**config.mk**
```make
export PLATFORM = sky130hd
export DESIGN_NAME = activation_writeback
export DESIGN_NICKNAME = d
export VERILOG_FILES = /design/src/rtl/activation_writeback.sv
export SDC_FILE = /design/constraint.sdc
export NUM_CORES = 2
export LEC_CHECK = 0
export BUFFER_PORTS_ARGS = -buffer_cell sky130_fd_sc_hd__clkbuf_2
export CAP_MARGIN = 20
export CORE_MARGIN = 10
export CORE_UTILIZATION = 30
export CTS_BUF_LIST = sky130_fd_sc_hd__clkbuf_8
export CTS_CLUSTER_SIZE = 28
export DETAILED_ROUTE_END_ITERATION = 8
export GPL_ROUTABILITY_DRIVEN = 0
export HOLD_SLACK_MARGIN = 0.12
export PLACE_DENSITY = 0.5
export REMOVE_ABC_BUFFERS = 1
export SYNTH_ARGS = -nofsm -noshare
export SYNTH_HDL_FRONTEND = slang
export SYNTH_SLANG_ARGS = --single-unit
```
**constraint.sdc**
```tcl
create_clock -name clk -period 13.36 [get_ports clk]
set_input_delay 3.34 -clock clk [delete_from_list [all_inputs] [get_ports clk]]
set_output_delay 3.34 -clock clk [all_outputs]
set_load 0.02 [all_outputs]
```
**src/rtl/activation_writeback.sv**
```systemverilog
// Leaky-ReLU activation and writeback for two systolic columns: per-column activation
// register, per-column FIFO that absorbs the one-cycle column skew, and a ready/valid row port.
module activation_writeback #(
    parameter int DATA_W     = 16,
    parameter int FRAC_W     = 8,
    parameter int FIFO_DEPTH = 4,
    parameter int ROWS       = 2,
    localparam int ROW_W     = (ROWS > 1) ? $clog2(ROWS) : 1
) (
    input  logic              clk,
    input  logic              rst,
    input  logic [DATA_W-1:0] lr_leak_factor_in,
    input  logic              lr_valid_in_1,
    input  logic              lr_valid_in_2,
    input  logic [DATA_W-1:0] lr_data_in_1,
    input  logic [DATA_W-1:0] lr_data_in_2,
    output logic              lr_ready_out,
    output logic              ub_wr_valid_out,
    input  logic              ub_wr_ready_in,
    output logic [DATA_W-1:0] ub_wr_data_out_1,
    output logic [DATA_W-1:0] ub_wr_data_out_2,
    output logic [ROW_W-1:0]  ub_wr_row_out,
    output logic              tile_done_out,
    output logic              overflow_err_out
);
    localparam int PTR_W = $clog2(FIFO_DEPTH);
    localparam int CNT_W = PTR_W + 1;
    localparam int PW    = 2 * DATA_W;
    localparam logic signed [PW-1:0] SAT_MAX = {{(DATA_W + 1){1'b0}}, {(DATA_W - 1){1'b1}}};
    localparam logic signed [PW-1:0] SAT_MIN = {{(DATA_W + 1){1'b1}}, {(DATA_W - 1){1'b0}}};
    localparam logic [ROW_W-1:0]     ROW_LAST = ROW_W'(ROWS - 1);

    // Negative inputs are scaled by the leak with a floor shift, then clamped to the data range.
    function automatic logic [DATA_W-1:0] leaky_relu(input logic signed [DATA_W-1:0] z,
                                                     input logic signed [DATA_W-1:0] leak);
        logic signed [PW-1:0] prod;
        logic signed [PW-1:0] scaled;
        prod   = PW'(z) * PW'(leak);
        scaled = prod >>> FRAC_W;
        if (!z[DATA_W-1]) begin
            leaky_relu = z;
        end else if (scaled > SAT_MAX) begin
            leaky_relu = SAT_MAX[DATA_W-1:0];
        end else if (scaled < SAT_MIN) begin
            leaky_relu = SAT_MIN[DATA_W-1:0];
        end else begin
            leaky_relu = scaled[DATA_W-1:0];
        end
    endfunction

    logic [DATA_W-1:0] din_s [2];
    logic [1:0]        vin_s;
    logic [DATA_W-1:0] act_q [2];
    logic [1:0]        act_v_q;
    logic [DATA_W-1:0] mem_q [2][FIFO_DEPTH];
    logic [PTR_W-1:0]  wr_q  [2];
    logic [PTR_W-1:0]  rd_q  [2];
    logic [CNT_W-1:0]  cnt_q [2];
    logic [CNT_W-1:0]  cnt_d [2];
    logic [1:0]        push_s;
    logic [1:0]        drop_s;
    logic              pop_s;
    logic              valid_q, valid_d;
    logic              ready_q, ready_d;
    logic [ROW_W-1:0]  row_q, row_d;
    logic              tile_done_q;
    logic              ovf_q;

    assign din_s[0] = lr_data_in_1;
    assign din_s[1] = lr_data_in_2;
    assign vin_s    = {lr_valid_in_2, lr_valid_in_1};

    // FIFO bookkeeping: a push into a full FIFO survives only when the same edge pops.
    always_comb begin
        pop_s   = valid_q && ub_wr_ready_in;
        push_s  = 2'b00;
        drop_s  = 2'b00;
        cnt_d   = cnt_q;
        for (int k = 0; k < 2; k++) begin
            if (cnt_q[k] == CNT_W'(FIFO_DEPTH)) begin
                push_s[k] = act_v_q[k] && pop_s;
                drop_s[k] = act_v_q[k] && !pop_s;
            end else begin
                push_s[k] = act_v_q[k];
                drop_s[k] = 1'b0;
            end
            if (push_s[k] && !pop_s) begin
                cnt_d[k] = cnt_q[k] + CNT_W'(1);
            end else if (!push_s[k] && pop_s) begin
                cnt_d[k] = cnt_q[k] - CNT_W'(1);
            end else begin
                cnt_d[k] = cnt_q[k];
            end
        end
        valid_d = (cnt_d[0] != '0) && (cnt_d[1] != '0);
        ready_d = (cnt_d[0] <= CNT_W'(FIFO_DEPTH - 2)) && (cnt_d[1] <= CNT_W'(FIFO_DEPTH - 2));
        if (pop_s) begin
            row_d = (row_q == ROW_LAST) ? '0 : row_q + ROW_W'(1);
        end else begin
            row_d = row_q;
        end
    end

    // Activation registers, FIFO storage and row/status state; FIFO storage is never reset.
    always_ff @(posedge clk) begin
        if (!rst) begin
            for (int k = 0; k < 2; k++) begin
                act_q[k] <= '0;
                wr_q[k]  <= '0;
                rd_q[k]  <= '0;
                cnt_q[k] <= '0;
            end
            act_v_q     <= 2'b00;
            valid_q     <= 1'b0;
            ready_q     <= 1'b1;
            row_q       <= '0;
            tile_done_q <= 1'b0;
            ovf_q       <= 1'b0;
        end else begin
            for (int k = 0; k < 2; k++) begin
                act_v_q[k] <= vin_s[k];
                if (vin_s[k]) begin
                    act_q[k] <= leaky_relu(din_s[k], lr_leak_factor_in);
                end
                if (push_s[k]) begin
                    mem_q[k][wr_q[k]] <= act_q[k];
                    wr_q[k]           <= wr_q[k] + PTR_W'(1);
                end
                if (pop_s) begin
                    rd_q[k] <= rd_q[k] + PTR_W'(1);
                end
                cnt_q[k] <= cnt_d[k];
            end
            valid_q     <= valid_d;
            ready_q     <= ready_d;
            row_q       <= row_d;
            tile_done_q <= pop_s && (row_q == ROW_LAST);
            if (|drop_s) begin
                ovf_q <= 1'b1;
            end
        end
    end

    assign lr_ready_out     = ready_q;
    assign ub_wr_valid_out  = valid_q;
    assign ub_wr_data_out_1 = valid_q ? mem_q[0][rd_q[0]] : '0;
    assign ub_wr_data_out_2 = valid_q ? mem_q[1][rd_q[1]] : '0;
    assign ub_wr_row_out    = row_q;
    assign tile_done_out    = tile_done_q;
    assign overflow_err_out = ovf_q;

endmodule
```
==> flow_summary.yaml <==
critical_path:
  crit_path_start: "lr_data_in_2[15]"
  required_ps: 13730
  crit_arrival_ps: 11020
  r2r_start: "ub_wr_valid_out"
  start_kind: "primary input"
  critical_path.max_fanout: 34
  end_kind: "register"
  crit_type: "primary input to register"
timing:
  slew_viol_final: 0
  max_slew_margin: 0.2963
  period_needed_ps: 10650
  worstMarginPinSlew_ps: 1052
  setup_ws_ps: 2712
  finalCritPeriodShare: 0.7970
  rsz0062_at_grt: "false"
  fin_skew_ps: 13.95
  final-hold-violation-count: 0
  setup_tns_ps: 0
  setup_viol: 0
  max_freq_mhz: 93.92
detailed_routing:
  antenna_left: 0
  first_pass_iters: 5
  vias: 17797
  drc: 0
  viasPerCell: 4.614
  routed_wl_mm: 66.67
  detail_route.wl_per_cell_um: 17.29
  drt_iter0_markers: 857
clock_tree:
  insertion_delay_ps: 510
  cts_hold_buf: 0
  clockBufferDepth: 2
  tritoncts: "done"
  cts_buffers: 17
  cts.clk_slew.worst_paths_ps: 100
  cts-root-buf: "clkbuf_8"
  cts_num_sinks: 181
  post_cts_buffers: 0
  htreeDepth: 4
  ctsResizeCount: 0
synthesis:
  yosysTopAreaCellShare: 0.3845
  synth_cells: 2645
  synth-main-ff-cell: "edfxtp_1"
  yosysWarnings: 0
  syn_area_mm2: 0.02717
  yosys.area.top_type: "fa_1"
  synth-seq-area-share: 0.1952
  syn_area_per_cell_um2: 10.27
  synth_area_leaders: "fa_1 38%, edfxtp_1 19%, inv_1 8.4%"
  synthArstFlopShare: 0
  synth_edf_count: 168
  synth-seq-cells: 181
  ys_types: 73
finish:
  area_delta_synth_final_pct: 7.381
  drive_gt1_frac: 0.07848
  layout.nets: 3410
  fill_cells: 9393
floorplan:
  die_area_mm2: 0.1030
  num_rows: 110
  die_h_um: 321.0
  initial_utilization: 0.3019
  core-area_mm2: 0.09001
  io_pins: 90
  die_w_um: 321.0
global_route:
  grt_overflow: 0
  grt_use_total: 0.1345
  grt_pass1_vias: 19388
  grt_pass1_wl_mm: 109.4
  grt_max_degree: 36
  grt_antenna_before_repair: 5
job:
  maxCapViolCount: 0
min_path:
  min-delay-start: "overflow_err_out"
  hp-class: "register to register"
outcome:
  outcome: "finished clean"
placement:
  pre_cts_slack_ps: 2244
  io_buffers: 89
  dp_hpwl_mm: 52.29
[registers in the layout, summed over array words and instances (netlist names), 2 cells and up]
name and count:
act_v_q 2, rd_q 4, cnt_q 6, wr_q 4
mem_q 128, act_q 32
[cell type report]
cell class                 count  area [µm²]  area share
tap                         1176        1471     0.05042
multi-input combinational   1743       19140      0.6560
clock inverter                15       121.4    0.004159
clock buffer                  17       234.0    0.008018
inverter                     610        2290     0.07847
antenna                        5       12.51   0.0004288
sequential                   181        5305      0.1818
timing repair buffer         110       603.1     0.02067
[critical path: stages]
cell      delay [ps]
clkbuf_2         650
and2_1           270
inv_1             70
fa_1             500
inv_1            150
fa_1             870
inv_1            110
fa_1             410
fa_1             540
inv_1             50
fa_1             520
inv_1             50
fa_1             470
inv_1             40
ha_1             210
a21oi_1          340
nand2_1          110
o21ai_0          330
a211oi_2         110
o211ai_1         350
o221a_2          270
nor4_1            80
nor2_1           800
o221a_2          360
[metrics by stage]
step           hold WS (ps)  utilization  cell area [µm²]  cells
6_report              491.6       0.3242            29180   3857
5_1_grt               511.7       0.3241            29170   3853
2_1_floorplan         458.7            -            26740   2534
4_1_cts               495.9       0.3240            29170   3852
3_5_place_dp          468.6       0.3201            28810   3820
3_3_place_gp          466.0       0.3201            28810   3820
[cells in the mapped netlist (13+ instances only)]
library cell / n
inv_1: 609
edfxtp_1: 168
nand3_1: 26
a21oi_1: 46
dfxtp_1: 13
ha_1: 172
fa_1: 522
mux4_2: 32
xor2_1: 18
nor2_1: 93
nand2b_1: 15
o221a_2: 14
clkbuf_1: 102
o21ai_0: 31
a211oi_1: 23
nand2_1: 278
and2_1: 277
xnor2_1: 46
[layer usage]
metal,part of all wire,track usage
met5,0.00067,0
met4,0.013,0.02647
met3,0.036,0.01695
met2,0.48,0.2249
met1,0.47,0.1856
[cell families after synthesis]
kind of cell,synth area share
AOI/OAI and AO/OA,0.05484
xor gates and xnor gates,0.02063
adders and majority gates,0.4637
buffers and inverters,0.1003
DFF,0.1952
muxes,0.02804
and+or+nand+nor,0.1372
[final timing paths]
check / to / slack, ps / cells after the start
setup / recovery: act_q[0][17] / 2710 / 24
hold / removal: overflow_err_out / 490 / 2
setup reg to reg: mem_q[0][104] / 10910 / 6
hold reg to reg: overflow_err_out / 490 / 2
[cell usage in the layout, fill, tap and decap left out, types with 7 or more instances in the layout]
| master | count |
|---|---|
| xnor2_1 | 46 |
| and2_1 | 277 |
| o221a_2 | 14 |
| mux4_2 | 32 |
| inv_1 | 610 |
| nand3_1 | 26 |
| buf_4 | 21 |
| nand2_1 | 278 |
| clkbuf_2 | 89 |
| a21o_1 | 11 |
| o211ai_1 | 8 |
| o21ai_0 | 31 |
| edfxtp_1 | 168 |
| ha_1 | 172 |
| xor2_1 | 18 |
| dfxtp_1 | 13 |
| nand2b_1 | 15 |
| clkbuf_8 | 17 |
| a211oi_1 | 23 |
| a21oi_1 | 46 |
| or3_1 | 7 |
| nor2b_1 | 8 |
| fa_1 | 522 |
| nor2_1 | 93 |
| nor3_1 | 12 |
Power is not shown: default switching activity piles up to over one toggle a cycle in this logic, so the estimate is an artifact.
